===== config.mk =====
export PLATFORM = sky130hd
export DESIGN_NAME = processor_controller_flat
export DESIGN_NICKNAME = d
export VERILOG_FILES = /design/src/rtl/processor_controller_if.sv /design/src/rtl/processor_controller.sv /design/src/flat_wrapper.sv
export SDC_FILE = /design/constraint.sdc
export NUM_CORES = 1
export LEC_CHECK = 0
export ABC_CLOCK_PERIOD_IN_PS = 1800
export BUFFER_PORTS_ARGS = -buffer_cell sky130_fd_sc_hd__buf_4
export CORE_MARGIN = 4
export CORE_UTILIZATION = 40
export CTS_BUF_LIST = sky130_fd_sc_hd__clkbuf_4 sky130_fd_sc_hd__clkbuf_8 sky130_fd_sc_hd__clkbuf_16
export CTS_CLUSTER_SIZE = 40
export DETAILED_ROUTE_END_ITERATION = 7
export PLACE_DENSITY = 0.76
export SYNTH_ARGS = -nofsm -noshare
export SYNTH_HDL_FRONTEND = slang
export SYNTH_SLANG_ARGS = --single-unit

===== constraint.sdc =====
create_clock -name clk -period 1.8 [get_ports clk]
set_input_delay 0.36 -clock clk [delete_from_list [all_inputs] [get_ports clk]]
set_output_delay 0.36 -clock clk [all_outputs]
set_load 0.1 [all_outputs]

===== src/rtl/processor_controller_if.sv =====
// Control bundle between the processor controller and the 16-bit datapath.
//
// Purpose: carries the instruction register into the controller and every
// datapath control pin, debug state code and bring-up status signal out of it.
//
// Signals:
//   IR                     instruction register contents (datapath -> controller)
//   PC_clr, PC_up          program counter clear / increment
//   IR_ld                  load IR from instruction ROM
//   D_Addr, D_wr           data RAM address / write enable
//   RF_s                   register-file write-data select (1 = RAM, 0 = ALU)
//   RF_W_addr, RF_W_en     register-file write port
//   RF_Ra_addr, RF_Rb_addr register-file read port addresses
//   ALU_s0                 ALU function (0 pass A, 1 A+B, 2 A-B)
//   CurrentState,NextState debug state codes for the board mux
//   Halted, Instr_Count    bring-up status
//
// Handshake: there is no valid/ready pair here. Every control output is a
// level that the datapath samples on the next rising clk edge; IR is assumed
// stable except at the edge that ends a Fetch state.
//
// Modports: master = controller side, slave = datapath side.
interface processor_controller_if #(
  parameter int CNT_W = 16
);
  logic [15:0]      IR;
  logic             PC_clr;
  logic             PC_up;
  logic             IR_ld;
  logic [7:0]       D_Addr;
  logic             D_wr;
  logic             RF_s;
  logic [3:0]       RF_W_addr;
  logic             RF_W_en;
  logic [3:0]       RF_Ra_addr;
  logic [3:0]       RF_Rb_addr;
  logic [2:0]       ALU_s0;
  logic [3:0]       CurrentState;
  logic [3:0]       NextState;
  logic             Halted;
  logic [CNT_W-1:0] Instr_Count;

  modport master (
    input  IR,
    output PC_clr, PC_up, IR_ld, D_Addr, D_wr, RF_s, RF_W_addr, RF_W_en,
           RF_Ra_addr, RF_Rb_addr, ALU_s0, CurrentState, NextState,
           Halted, Instr_Count
  );

  modport slave (
    output IR,
    input  PC_clr, PC_up, IR_ld, D_Addr, D_wr, RF_s, RF_W_addr, RF_W_en,
           RF_Ra_addr, RF_Rb_addr, ALU_s0, CurrentState, NextState,
           Halted, Instr_Count
  );
endinterface


===== src/rtl/processor_controller.sv =====
// Moore control FSM for the 16-bit processor datapath.
//
// Purpose: sequences Fetch / Decode / execute states for the NOOP, STORE,
// LOAD, ADD, SUB and HALT instructions, drives the datapath control pins as a
// pure function of the current state and IR, and keeps a saturating count of
// retired instructions plus a halted flag.
//
// Ports:
//   clk    step clock
//   Reset  synchronous, active-high reset (highest priority)
//   bus    processor_controller_if.master: IR in, all control/debug out
//
// The interface instance must be built with the same CNT_W as this module.
module processor_controller #(
  parameter int CNT_W = 16
) (
  input  logic                   clk,
  input  logic                   Reset,
  processor_controller_if.master bus
);

  typedef enum logic [3:0] {
    S_INIT   = 4'd0,
    S_FETCH  = 4'd1,
    S_DECODE = 4'd2,
    S_NOOP   = 4'd3,
    S_LOAD_A = 4'd4,
    S_LOAD_B = 4'd5,
    S_STORE  = 4'd6,
    S_ADD    = 4'd7,
    S_SUB    = 4'd8,
    S_HALT   = 4'd9
  } state_e;

  localparam logic [3:0] OP_NOOP  = 4'b0000;
  localparam logic [3:0] OP_STORE = 4'b0001;
  localparam logic [3:0] OP_LOAD  = 4'b0010;
  localparam logic [3:0] OP_ADD   = 4'b0011;
  localparam logic [3:0] OP_SUB   = 4'b0100;
  localparam logic [3:0] OP_HALT  = 4'b0101;

  localparam logic [CNT_W-1:0] CNT_ONE = {{(CNT_W-1){1'b0}}, 1'b1};
  localparam logic [CNT_W-1:0] CNT_MAX = {CNT_W{1'b1}};

  state_e           state_q, state_d;
  logic [CNT_W-1:0] count_q, count_d;
  logic [3:0]       opcode;
  logic             retire;

  assign opcode = bus.IR[15:12];

  // Next-state logic. Reset is folded in here so NextState always shows the
  // code CurrentState will take at the coming edge.
  always_comb begin
    state_d = S_INIT;
    case (state_q)
      S_INIT:   state_d = S_FETCH;
      S_FETCH:  state_d = S_DECODE;
      S_DECODE: begin
        case (opcode)
          OP_NOOP:  state_d = S_NOOP;
          OP_STORE: state_d = S_STORE;
          OP_LOAD:  state_d = S_LOAD_A;
          OP_ADD:   state_d = S_ADD;
          OP_SUB:   state_d = S_SUB;
          OP_HALT:  state_d = S_HALT;
          default:  state_d = S_NOOP;  // unused opcodes behave as NOOP
        endcase
      end
      S_LOAD_A: state_d = S_LOAD_B;
      S_NOOP,
      S_STORE,
      S_LOAD_B,
      S_ADD,
      S_SUB:    state_d = S_FETCH;
      S_HALT:   state_d = S_HALT;
      default:  state_d = S_INIT;      // codes 10-15 recover to Init
    endcase
    if (Reset) begin
      state_d = S_INIT;
    end
  end

  always_ff @(posedge clk) begin
    if (Reset) begin
      state_q <= S_INIT;
    end else begin
      state_q <= state_d;
    end
  end

  // An instruction retires on the edge that leaves its last execute state.
  // Halt is never left, so entering it is not counted.
  always_comb begin
    retire = 1'b0;
    case (state_q)
      S_NOOP, S_STORE, S_LOAD_B, S_ADD, S_SUB: retire = 1'b1;
      default:                                 retire = 1'b0;
    endcase
  end

  always_comb begin
    count_d = count_q;
    if (retire && (count_q != CNT_MAX)) begin
      count_d = count_q + CNT_ONE;
    end
  end

  always_ff @(posedge clk) begin
    if (Reset) begin
      count_q <= '0;
    end else begin
      count_q <= count_d;
    end
  end

  // Moore outputs: a function of state_q and IR only. IR is read directly
  // (never copied) because the datapath only changes it at the Fetch edge.
  always_comb begin
    bus.PC_clr     = 1'b0;
    bus.PC_up      = 1'b0;
    bus.IR_ld      = 1'b0;
    bus.D_Addr     = 8'h00;
    bus.D_wr       = 1'b0;
    bus.RF_s       = 1'b0;
    bus.RF_W_addr  = 4'h0;
    bus.RF_W_en    = 1'b0;
    bus.RF_Ra_addr = 4'h0;
    bus.RF_Rb_addr = 4'h0;
    bus.ALU_s0     = 3'd0;
    bus.Halted     = 1'b0;
    case (state_q)
      S_INIT: begin
        bus.PC_clr = 1'b1;
      end
      S_FETCH: begin
        bus.IR_ld = 1'b1;
        bus.PC_up = 1'b1;
      end
      S_DECODE: begin
        // Present the RAM address a cycle early so a LOAD's synchronous read
        // is already under way when Load_A begins.
        bus.D_Addr = (opcode == OP_LOAD) ? bus.IR[11:4] : bus.IR[7:0];
      end
      S_LOAD_A: begin
        bus.D_Addr = bus.IR[11:4];
        bus.RF_s   = 1'b1;
      end
      S_LOAD_B: begin
        bus.D_Addr    = bus.IR[11:4];
        bus.RF_s      = 1'b1;
        bus.RF_W_addr = bus.IR[3:0];
        bus.RF_W_en   = 1'b1;
      end
      S_STORE: begin
        bus.D_Addr     = bus.IR[7:0];
        bus.D_wr       = 1'b1;
        bus.RF_Ra_addr = bus.IR[11:8];
      end
      S_ADD, S_SUB: begin
        bus.RF_Ra_addr = bus.IR[11:8];
        bus.RF_Rb_addr = bus.IR[7:4];
        bus.ALU_s0     = (state_q == S_SUB) ? 3'd2 : 3'd1;
        bus.RF_s       = 1'b0;
        bus.RF_W_addr  = bus.IR[3:0];
        bus.RF_W_en    = 1'b1;
      end
      S_HALT: begin
        bus.Halted = 1'b1;
      end
      default: begin
        // illegal codes: every control output stays at 0
      end
    endcase
  end

  assign bus.CurrentState = state_q;
  assign bus.NextState    = state_d;
  assign bus.Instr_Count  = count_q;

endmodule


===== src/flat_wrapper.sv =====
// flat-port wrapper written by rule: the top's interface ports become plain ports
module processor_controller_flat 
#(
  parameter int CNT_W = 16
)
  (clk, Reset, bus_IR, bus_PC_clr, bus_PC_up, bus_IR_ld, bus_D_Addr, bus_D_wr, bus_RF_s, bus_RF_W_addr, bus_RF_W_en, bus_RF_Ra_addr, bus_RF_Rb_addr, bus_ALU_s0, bus_CurrentState, bus_NextState, bus_Halted, bus_Instr_Count);
  processor_controller_if #(.CNT_W(CNT_W)) bus_i ();
  input  logic clk;
  input  logic Reset;
  input wire logic [$bits(bus_i.IR)-1:0] bus_IR;
  output wire logic [$bits(bus_i.PC_clr)-1:0] bus_PC_clr;
  output wire logic [$bits(bus_i.PC_up)-1:0] bus_PC_up;
  output wire logic [$bits(bus_i.IR_ld)-1:0] bus_IR_ld;
  output wire logic [$bits(bus_i.D_Addr)-1:0] bus_D_Addr;
  output wire logic [$bits(bus_i.D_wr)-1:0] bus_D_wr;
  output wire logic [$bits(bus_i.RF_s)-1:0] bus_RF_s;
  output wire logic [$bits(bus_i.RF_W_addr)-1:0] bus_RF_W_addr;
  output wire logic [$bits(bus_i.RF_W_en)-1:0] bus_RF_W_en;
  output wire logic [$bits(bus_i.RF_Ra_addr)-1:0] bus_RF_Ra_addr;
  output wire logic [$bits(bus_i.RF_Rb_addr)-1:0] bus_RF_Rb_addr;
  output wire logic [$bits(bus_i.ALU_s0)-1:0] bus_ALU_s0;
  output wire logic [$bits(bus_i.CurrentState)-1:0] bus_CurrentState;
  output wire logic [$bits(bus_i.NextState)-1:0] bus_NextState;
  output wire logic [$bits(bus_i.Halted)-1:0] bus_Halted;
  output wire logic [$bits(bus_i.Instr_Count)-1:0] bus_Instr_Count;
  assign bus_i.IR = bus_IR;
  assign bus_PC_clr = bus_i.PC_clr;
  assign bus_PC_up = bus_i.PC_up;
  assign bus_IR_ld = bus_i.IR_ld;
  assign bus_D_Addr = bus_i.D_Addr;
  assign bus_D_wr = bus_i.D_wr;
  assign bus_RF_s = bus_i.RF_s;
  assign bus_RF_W_addr = bus_i.RF_W_addr;
  assign bus_RF_W_en = bus_i.RF_W_en;
  assign bus_RF_Ra_addr = bus_i.RF_Ra_addr;
  assign bus_RF_Rb_addr = bus_i.RF_Rb_addr;
  assign bus_ALU_s0 = bus_i.ALU_s0;
  assign bus_CurrentState = bus_i.CurrentState;
  assign bus_NextState = bus_i.NextState;
  assign bus_Halted = bus_i.Halted;
  assign bus_Instr_Count = bus_i.Instr_Count;
  processor_controller #(.CNT_W(CNT_W)) u_core (.clk(clk), .Reset(Reset), .bus(bus_i));
endmodule

==> results of run 1 <==
==> cells by family after synthesis <==
group	synth area share
muxes	0.00796
DFF	0.283
adders and majority gates	0.00884
AOI/OAI and AO/OA	0.269
buffers and inverters	0.0566
xor gates and xnor gates	0.00619
other	0.00265
and+or+nand+nor	0.366
==> per-stage QoR <==
step / util / worst slack, ns / TNS [ns] / hold WS [ns]
after floorplan: - / -1.09 / -19.55 / 0.614
after global placement: 0.738 / -0.559 / -11.02 / 0.492
after detailed placement: 0.738 / -0.639 / -12.16 / 0.498
after CTS: 0.964 / -0.560 / -15.90 / 0.377
==> timing repair <==
| item | in CTS |
|---|---|
| pin swaps | 35 |
| setup endpoints to repair | 48 |
| buffers inserted | 9 |
| gates resized for setup | 150 |
| cloned | 3 |
==> results_dict.tcl, run 1 <==
set metrics [dict create \
    clkSinkCount 20 \
    synthDistinctLibCells 44 \
    cts_buffer_depth 2 \
    post_synth.cell_area_avg_um2 7.82 \
    synth_edf_count 0 \
    synth-seq-area-share 0.283 \
    cts_root_buffer "clkbuf_4" \
    hpwl_mm 3.90 \
    synthTopCellsByCount "20 x dfxtp_1, 17 x a21oi_1, 14 x and2_1, 13 x or4_1, 11 x o31ai_1" \
    ys_top_cells_by_area "dfxtp_1 28%, or4_1 6.9%, and2_1 6.2%" \
    syn_nets 200 \
    synth.most_common_cell "dfxtp_1" \
    io_pins 72 \
    ctsHtreeMaxLevel 1 \
    start_util 0.417 \
    failed_stage "5_1_grt" \
    tool.error "[ERROR DPL-0038] Utilization greater than 100%, impossible to legalize" \
    synth_top_flop_cell "dfxtp_1" \
    port-buffer-count 70 \
    status "did not finish" \
    crit_endpoint "bus_NextState[2]" \
    fp.dieH_um 67.5 \
    ys_ff_latch 20 \
    hold_buffers 0 \
    yosys.area.top_type_share 0.283 \
    async_flop_share 0 \
    globalplace.congestion 0.876 \
    place_area_mm2 0.00250 \
    yosys_warnings 0 \
    cts_made_buffers 3 \
    die_x_um 67.5 \
    post-place-cells 324 \
    synth.cell_area_mm2 0.00142 \
    worstEndpointType "top-level output" \
    synth_area_leader_cell "dfxtp_1" \
    netlist_instances 181 \
    fp-row-count 21 \
    grt_max_degree 18 \
]
==> run 2, diff against run 1 <==
==> config.mk (replaced) <==
export PLATFORM = sky130hd
export DESIGN_NAME = processor_controller_flat
export DESIGN_NICKNAME = d
export VERILOG_FILES = /design/src/rtl/processor_controller_if.sv /design/src/rtl/processor_controller.sv /design/src/flat_wrapper.sv
export SDC_FILE = /design/constraint.sdc
export NUM_CORES = 1
export LEC_CHECK = 0
export ABC_CLOCK_PERIOD_IN_PS = 2340
export BUFFER_PORTS_ARGS = -buffer_cell sky130_fd_sc_hd__buf_4
export CORE_MARGIN = 4
export CORE_UTILIZATION = 25
export DETAILED_ROUTE_END_ITERATION = 7
export PLACE_DENSITY_LB_ADDON = 0.15
export SYNTH_ARGS = -nofsm -noshare
export SYNTH_HDL_FRONTEND = slang
export SYNTH_SLANG_ARGS = --single-unit
==> constraint.sdc (replaced) <==
create_clock -name clk -period 2.34 [get_ports clk]
set_input_delay 0.468 -clock clk [delete_from_list [all_inputs] [get_ports clk]]
set_output_delay 0.468 -clock clk [all_outputs]
set_load 0.1 [all_outputs]
==> results_dict.tcl, run 2 <==
set metrics [dict create \
    status "complete, but fails checks" \
    failed_checks "negative setup slack" \
    path_clk_slew_ns 0.08 \
    post-route-min-period_ns 2.43 \
    fp.dieH_um 83.2 \
    cts_root_buffer "clkbuf_8" \
    globalplace.congestion 0.801 \
    peakVddDrop_v 0.000257 \
    required_ns 1.87 \
    fin_cells 333 \
    hold-path-cell-count 2 \
    path_class "register to primary output" \
    final_common_cell "buf_4" \
    slew_headroom 0.526 \
    grt_use_met2 0.249 \
    drc 0 \
    largest_reg_flops 16 \
    use_met1 0.177 \
    yosys_warnings 0 \
    syn_nets 200 \
    cts_tree "done" \
    antenna_cells_inserted 0 \
    p_leak_nw 1.07 \
    async_flop_share 0 \
    routedWlPerCell_um 15.1 \
    clkLatencyLatePin_ns 0.27 \
    num-nets-final 281 \
    final_cell_mix "66 x buf_4, 15 x a21oi_1, 14 x buf_12, 14 x dfxtp_2, 12 x or4_1" \
    top_usage_layer "met2" \
    post-place-cells 327 \
    timing.final.max_slew_violations 0 \
    cts_made_buffers 3 \
    drt_iter0_drc 78 \
    cp_max_fo 3 \
    fp-row-count 27 \
    finalSetupViolations 9 \
    core_area_mm2 0.00551 \
    synthDistinctLibCells 44 \
    grt_max_degree 28 \
    synth-seq-area-share 0.283 \
    ctsHtreeMaxLevel 1 \
    wirelength_mm 5.04 \
    dr.pass1.iters 4 \
    power.total_mw 1.22 \
    vias 1718 \
    port-buffer-count 70 \
    maxCapViolCount 0 \
    grt_setup_unrepaired "true" \
    hpwl_mm 3.69 \
    dieArea_mm2 0.00693 \
    final_hold_viol_count 0 \
    grt_use_met3 0.0228 \
    start_util 0.257 \
    synth_top_flop_cell "dfxtp_1" \
    final_area_mm2 0.00263 \
    post_synth.cell_area_avg_um2 7.82 \
    synth_edf_count 0 \
    cp-start-kind "register" \
    num-fill-cells 505 \
    worstHoldPathType "register to register" \
    syn2layout_area_growth_pct 85.7 \
    finClkSkew_ns 0.00476 \
    via_per_inst 5.16 \
    rr_worst_depth 5 \
    critPathArrivalTime_ns 1.96 \
    drive_gt1_frac 0.586 \
    ys_top_cells_by_area "dfxtp_1 28%, or4_1 6.9%, and2_1 6.2%" \
    antenna_found_initial 0 \
    die_x_um 83.2 \
    end_kind "primary output" \
    synth.most_common_cell "dfxtp_1" \
    netlist_instances 181 \
    place_area_mm2 0.00229 \
    antenna_left 0 \
    io_pins 72 \
    grt_first_pass_wirelength_mm 8.42 \
    synth_area_leader_cell "dfxtp_1" \
    power_density_mw_per_mm2 465 \
    cts_buffer_depth 2 \
    synth.cell_area_mm2 0.00142 \
    grtUsageTotal 0.143 \
    max_clock_freq_mhz 411 \
    synthTopCellsByCount "20 x dfxtp_1, 17 x a21oi_1, 14 x and2_1, 13 x or4_1, 11 x o31ai_1" \
    grt.overflow.total 0 \
    clkSinkCount 20 \
    ys_ff_latch 20 \
    finalCritPeriodShare 1.04 \
    grt_pass1_vias 1684 \
    tightest_slew_ns 0.707 \
    worst_slack_ns -0.0903 \
    yosys.area.top_type_share 0.283 \
]
[run 2: path summary, 6_finish.rpt]
check,startpoint,endpoint,slack [ns]
setup / recovery,u_core.bus.CurrentState[0]$_SDFF_PP0_,bus_NextState[2],-0.09
hold reg to reg,u_core.bus.Instr_Count[5]$_SDFFE_PP0P_,u_core.bus.Instr_Count[5]$_SDFFE_PP0P_,0.50
setup reg to reg,u_core.bus.CurrentState[0]$_SDFF_PP0_,u_core.bus.Instr_Count[15]$_SDFFE_PP0P_,0.09
hold / removal,u_core.bus.Instr_Count[5]$_SDFFE_PP0P_,u_core.bus.Instr_Count[5]$_SDFFE_PP0P_,0.50
[run 2: through the flow]
| stage | hold slack, ns | setup TNS, ns | util | worst slack [ns] |
|---|---|---|---|---|
| floorplan | 0.718 | -3.87 | - | -0.661 |
| global placement | 0.477 | -2.99 | 0.417 | -0.358 |
| detailed placement | 0.488 | -3.41 | 0.417 | -0.417 |
| CTS | 0.502 | -0.245 | 0.462 | -0.0985 |
| global route | 0.532 | -1.45 | 0.477 | -0.142 |
| finish | 0.497 | -0.337 | 0.477 | -0.0903 |
[run 2: cell type report]
cell class	count	area [um^2]	share of cell area
Clock buffer	3	41.3	0.0157
Clock inverter	1	30.0	0.0114
Inverter	5	23.8	0.00905
Multi-Input combinational cell	144	1130	0.431
Sequential cell	20	433	0.165
Tap cell	72	90.1	0.0343
Timing Repair Buffer	88	877	0.334
[run 2: worst max-delay path: stages (launching register included)]
cell and delay [ns]:
dfxtp_4 0.35, nand2b_4 0.15, or4_4 0.44, or3_4 0.41, a21oi_4 0.16, buf_12 0.19
[run 2: layer usage]
layer  wire [um]  up-vias
met5           0        -
met4          97        0
met3         205        9
met2        2500       41
met1        2240      801
li1            -      867
[run 2: power by group]
group | internal (mW) | leakage (nW) | switching (mW)
Clock | 0.229 | 0.0357 | 0.125
Combinational | 0.151 | 0.865 | 0.359
Sequential | 0.346 | 0.172 | 0.0116
Total | 0.727 | 1.07 | 0.496
[run 2: cell families (layout without fill, tap and decap cells)]
kind of cell | Yosys count | count (layout) | share of synthesized area
AO/OA/AOI/OAI | 56 | 56 | 0.269
XOR/XNOR | 1 | 1 | 0.00619
adder cells (fa/ha/maj) | 1 | 1 | 0.00884
buffers and inverters | 17 | 97 | 0.0566
flip-flops | 20 | 20 | 0.283
multiplexers | 1 | 1 | 0.00796
other | 1 | 1 | 0.00265
AND/OR/NAND/NOR | 84 | 84 | 0.366
[run 2: repair_timing]
action                                  4_1_cts  5_1_grt
resized for setup                            42       17
setup buffers                                 1        1
pin swaps                                     1        3
hold buffers                                  0        0
hold endpoints to repair                      0        0
endpoints found under the setup margin       22       20
(Power assumes the default switching activity.)
==> run 3, diff against run 2 <==
--- a/config.mk
+++ b/config.mk
@@ -7,6 +7,8 @@
 export LEC_CHECK = 0
 export ABC_CLOCK_PERIOD_IN_PS = 2340
 export BUFFER_PORTS_ARGS = -buffer_cell sky130_fd_sc_hd__buf_4
+export CELL_PAD_IN_SITES_DETAIL_PLACEMENT = 1
+export CELL_PAD_IN_SITES_GLOBAL_PLACEMENT = 1
 export CORE_MARGIN = 4
 export CORE_UTILIZATION = 25
 export DETAILED_ROUTE_END_ITERATION = 7
==> results_dict.tcl, run 3 (synthesized netlist as in run 2, its figures left out) <==
set metrics [dict create \
    clkSinkCount 20 \
    final_common_cell "buf_4" \
    ctsHtreeMaxLevel 1 \
    cp-start-kind "register" \
    fin_cells 337 \
    end_kind "primary output" \
    start_util 0.257 \
    worst_slack_ns -0.0640 \
    grt_max_degree 16 \
    cts_buffer_depth 2 \
    rrSetupSlack_ns 0.14 \
    cts_root_buffer "clkbuf_8" \
    multi_input_area_mm2 0.00120 \
    tightest_slew_ns 0.572 \
    core_area_mm2 0.00551 \
    dieArea_mm2 0.00693 \
    worstHoldPathType "input port to register" \
    globalplace.congestion 0.752 \
    hold-path-cell-count 2 \
    required_ns 1.87 \
    slew_headroom 0.618 \
    fp-row-count 27 \
    holdPathEnd "u_core.bus.CurrentState[2]$_SDFF_PP0_" \
    peakVddDrop_v 0.000273 \
    final_cell_mix "65 x buf_4, 15 x buf_12, 14 x a21oi_1, 14 x dfxtp_2, 12 x or4_1" \
    routedWlPerCell_um 17.9 \
    port-buffer-count 70 \
    final_hold_viol_count 0 \
    finalSetupViolations 9 \
    antenna_left 0 \
    fp.dieH_um 83.2 \
    largest_reg_flops 16 \
    grt_setup_unrepaired "true" \
    cts_tree "done" \
    syn2layout_area_growth_pct 95.1 \
    dr.pass1.iters 4 \
    grt.overflow.total 0 \
    post-route-min-period_ns 2.40 \
    grtUsageTotal 0.167 \
    antenna_cells_inserted 0 \
    finalCritPeriodShare 1.03 \
    wirelength_mm 6.02 \
    fin_util 0.501 \
    hold_buffers 0 \
    hpwl_mm 4.11 \
    cp_max_fo 2 \
    maxCapViolCount 0 \
    rr_worst_depth 6 \
    hp-start "Reset" \
    regArea_um2 433 \
    cts_made_buffers 3 \
    post-place-cells 329 \
    grt_first_pass_wirelength_mm 9.75 \
    failed_checks "negative setup slack" \
    num-fill-cells 613 \
    vias 1806 \
    pre_cts_ws_ns -0.367 \
    path_clk_slew_ns 0.08 \
    status "complete, but fails checks" \
    grt_pass1_vias 1846 \
    drc 0 \
    critPathArrivalTime_ns 1.94 \
    p_leak_nw 1.13 \
    drt_iter0_drc 26 \
    drive_gt1_frac 0.600 \
    die_x_um 83.2 \
    clkLatencyLatePin_ns 0.27 \
    timing.rr.start "u_core.bus.CurrentState[0]$_SDFF_PP0_" \
    via_per_inst 5.36 \
    num-nets-final 285 \
    antenna_found_initial 0 \
    power_density_mw_per_mm2 468 \
    timing.final.max_slew_violations 0 \
    max_clock_freq_mhz 416 \
    reg2reg_to "u_core.bus.Instr_Count[4]$_SDFFE_PP0P_" \
    finClkSkew_ns 0.00615 \
    io_pins 72 \
    path_class "register to primary output" \
]
[run 3: changes by cell type in the layout (fill, tap and decap cells not counted), sizes merged]
cell and change:
buf +4
[run 3: per-stage QoR]
stage / setup TNS [ns] / power [mW] / area [um^2] / hold slack [ns]
2_1_floorplan: -3.87 / 0.737 / 1640 / 0.718
3_3_place_gp: -2.67 / 0.856 / 2330 / 0.482
3_5_place_dp: -3.02 / 0.858 / 2330 / 0.488
4_1_cts: -0.496 / 1.28 / 2670 / 0.404
5_1_grt: -0.670 / 1.34 / 2760 / 0.411
6_report: -0.274 / 1.29 / 2760 / 0.404
[run 3: what timing repair did]
item | CTS | global route
pin swaps | 2 | 3
buffers inserted | 4 | 0
setup endpoints to repair | 11 | 23
gates resized for setup | 54 | 18
gates cloned | 0 | 0
[run 3: cell type report]
type                            count  area share
Inverter                            5     0.00861
Multi-Input combinational cell    144       0.436
Clock inverter                      1      0.0109
Clock buffer                        3      0.0150
Tap cell                           72      0.0326
Timing Repair Buffer               92       0.340
Sequential cell                    20       0.157
[run 3: where the power goes]
group	total [mW]	switching, mW	leakage [nW]	internal, mW
sequential	0.358	0.0120	0.172	0.346
combinational	0.576	0.381	0.927	0.195
clock	0.357	0.129	0.0357	0.229
total	1.29	0.522	1.13	0.770
[run 3: worst max-delay path by stage]
stage / startpoint / endpoint / slack [ns] / cells past startpoint
after floorplan: u_core.bus.CurrentState[3]$_SDFF_PP0_ / bus_NextState[3] / -0.66 / 5
after global placement: bus_IR[13] / bus_D_Addr[4] / -0.32 / 6
after detailed placement: bus_IR[13] / bus_D_Addr[4] / -0.37 / 6
after CTS: u_core.bus.CurrentState[3]$_SDFF_PP0_ / bus_D_Addr[4] / -0.08 / 6
after global routing: u_core.bus.CurrentState[0]$_SDFF_PP0_ / bus_NextState[2] / -0.09 / 5
final: u_core.bus.CurrentState[0]$_SDFF_PP0_ / bus_NextState[2] / -0.06 / 5
[run 3: per-layer routing]
layer / routed length (um) / up-vias / track usage
met4: 62 / 0 / 0.0431
met3: 213 / 8 / 0.0317
met2: 3200 / 45 / 0.300
li1: - / 874 / -
met5: 0 / - / 0
met1: 2540 / 879 / 0.202
[run 3: critical path: stages, from the launching register on]
cell	delay, ns
dfxtp_4	0.35
nand2b_4	0.14
or4_4	0.43
or3_4	0.41
a21oi_4	0.15
buf_12	0.19
==> run 4, diff against run 3 <==
--- a/config.mk
+++ b/config.mk
@@ -6,7 +6,7 @@
 export NUM_CORES = 1
 export LEC_CHECK = 0
 export ABC_CLOCK_PERIOD_IN_PS = 2340
-export BUFFER_PORTS_ARGS = -buffer_cell sky130_fd_sc_hd__buf_4
+export BUFFER_PORTS_ARGS = -buffer_cell sky130_fd_sc_hd__buf_2
 export CELL_PAD_IN_SITES_DETAIL_PLACEMENT = 1
 export CELL_PAD_IN_SITES_GLOBAL_PLACEMENT = 1
 export CORE_MARGIN = 4
==> constraint.sdc (replaced) <==
create_clock -name clk -period 2.34 [get_ports clk]
set_input_delay 0.468 -clock clk [delete_from_list [all_inputs] [get_ports clk]]
set_output_delay 0.468 -clock clk [all_outputs]
set_load 0.01 [all_outputs]
==> results_dict.tcl, run 4 (synthesized netlist as in run 2, its figures left out) <==
set metrics [dict create \
    die_x_um 83.2 \
    wirelength_mm 4.92 \
    crit_chain "nand2b_4, or4_4, or3_4, a21oi_2, buf_2" \
    via_per_inst 5.17 \
    status "completed" \
    cp-start-kind "register" \
    drc 0 \
    final_hold_viol_count 0 \
    start_util 0.257 \
    power_density_mw_per_mm2 395 \
    critPathSlowestCell "or4_4" \
    path_clk_slew_ns 0.07 \
    fin_cells 325 \
    finalSetupViolations 0 \
    fp.dieH_um 83.2 \
    cts_buffer_depth 2 \
    switching_share 0.296 \
    clkLatencyLatePin_ns 0.26 \
    required_ns 1.87 \
    rr_worst_depth 4 \
    num-nets-final 274 \
    reg2reg_to "u_core.bus.Instr_Count[6]$_SDFFE_PP0P_" \
    fp-row-count 27 \
    p_int_mw 0.542 \
    pwr-share-seq 0.467 \
    multi_input_area_um2 960 \
    hp-start "u_core.bus.Instr_Count[5]$_SDFFE_PP0P_" \
    cts_root_buffer "clkbuf_8" \
    ctsHtreeMaxLevel 1 \
    globalplace.congestion 0.773 \
    regArea_um2 404 \
    grt_max_degree 32 \
    cts_made_buffers 3 \
    fin_util 0.354 \
    largest_reg_flops 16 \
    grt_setup_unrepaired "true" \
    grt.overflow.total 0 \
    hpwl_mm 3.78 \
    vias 1679 \
    hold-path-cell-count 2 \
    dieArea_mm2 0.00693 \
    critPathArrivalTime_ns 1.87 \
    drt_iter0_drc 31 \
    syn2layout_area_growth_pct 37.6 \
    peakVddDrop_v 0.000194 \
    timing.rr.start "u_core.bus.CurrentState[1]$_SDFF_PP0_" \
    timing.final.max_slew_violations 0 \
    grtUsageTotal 0.138 \
    finClkSkew_ns 0.00537 \
    drive_gt1_frac 0.375 \
    antenna_found_initial 0 \
    clkSinkCount 20 \
    comb_power_share 0.233 \
    holdPathEnd "u_core.bus.Instr_Count[5]$_SDFFE_PP0P_" \
    max_clock_freq_mhz 428 \
    final_cell_mix "70 x buf_2, 17 x dfxtp_1, 16 x a21oi_1" \
    switchingPower_mw 0.228 \
    cts_tree "done" \
    rrSetupSlack_ns 0.26 \
    routedWlPerCell_um 15.1 \
    tightest_slew_ns 0.544 \
    num-fill-cells 702 \
    grt_first_pass_wirelength_mm 8.22 \
    antenna_left 0 \
    p_leak_nw 0.900 \
    finalCritPeriodShare 0.999 \
    power.total_mw 0.770 \
    cp_max_fo 6 \
    core_area_mm2 0.00551 \
    slew_headroom 0.637 \
    clkPwrFrac 0.300 \
    maxCapViolCount 0 \
    antenna_cells_inserted 0 \
    grt_pass1_vias 1703 \
    path_class "register to primary output" \
    post-route-min-period_ns 2.34 \
    end_kind "primary output" \
    port-buffer-count 70 \
    dr.pass1.iters 4 \
    final_common_cell "buf_2" \
    io_pins 72 \
    max_stage_delay_ns 0.44 \
    post-place-cells 322 \
    worstHoldPathType "register to register" \
]
==> run 4: worst max-delay path by stage <==
stage | cells past startpoint | slack, ns | start | end
2_1_floorplan | 5 | 0.15 | u_core.bus.CurrentState[0]$_SDFF_PP0_ | bus_NextState[2]
3_3_place_gp | 5 | 0.006 | bus_IR[15] | bus_NextState[2]
3_5_place_dp | 6 | -0.003 | bus_IR[13] | bus_D_Addr[3]
4_1_cts | 5 | -0.006 | u_core.bus.CurrentState[0]$_SDFF_PP0_ | bus_NextState[2]
5_1_grt | 5 | -0.07 | u_core.bus.CurrentState[0]$_SDFF_PP0_ | bus_NextState[2]
6_report | 5 | 0.003 | u_core.bus.CurrentState[0]$_SDFF_PP0_ | bus_NextState[2]
==> run 4: cell type report <==
type                            instances  share of cell area
Multi-Input combinational cell        144               0.493
Sequential cell                        20               0.208
Inverter                                5             0.00964
Timing Repair Buffer                   81               0.222
Tap cell                               72              0.0463
Clock buffer                            3              0.0212
==> run 4: routing by layer <==
layer	track usage	wire (um)
met1	0.173	2300
met2	0.242	2430
met3	0.0298	142
met4	0.0267	55
met5	0	0
==> run 4: power by group through the flow <==
stage | logic [mW] | clock network [mW] | registers, mW
final | 0.179 | 0.231 | 0.360
after global routing | 0.199 | 0.253 | 0.361
after detailed placement | 0.174 | 0 | 0.365
after floorplan | 0.100 | 0 | 0.366
after global placement | 0.174 | 0 | 0.365
after CTS | 0.180 | 0.243 | 0.360
==> run 4: timing repair <==
action | CTS | global route
resized for setup | 7 | 1
hold buffers | 0 | 0
buffers inserted | 0 | 0
setup endpoints to repair | 9 | 9
endpoints found under the hold margin | 0 | 0
==> run 4: worst max-delay path: cells and delay by family, from the launching register on <==
| kind | cells | cell delay, ns |
|---|---|---|
| and+or+nand+nor | 3 | 0.99 |
| DFF | 1 | 0.35 |
| buffers and inverters | 1 | 0.14 |
| AOI/OAI and AO/OA | 1 | 0.14 |
==> run 4: per-stage QoR <==
step	hold slack, ns	instance area [um^2]	TNS [ns]	setup WS, ns
floorplan	0.516	1420	0	0.148
global placement	0.506	1880	0	0.00637
detailed placement	0.503	1880	-0.00254	-0.00254
CTS	0.513	1940	-0.00644	-0.00644
global route	0.539	1950	-0.416	-0.0723
finish	0.508	1950	0	0.00336
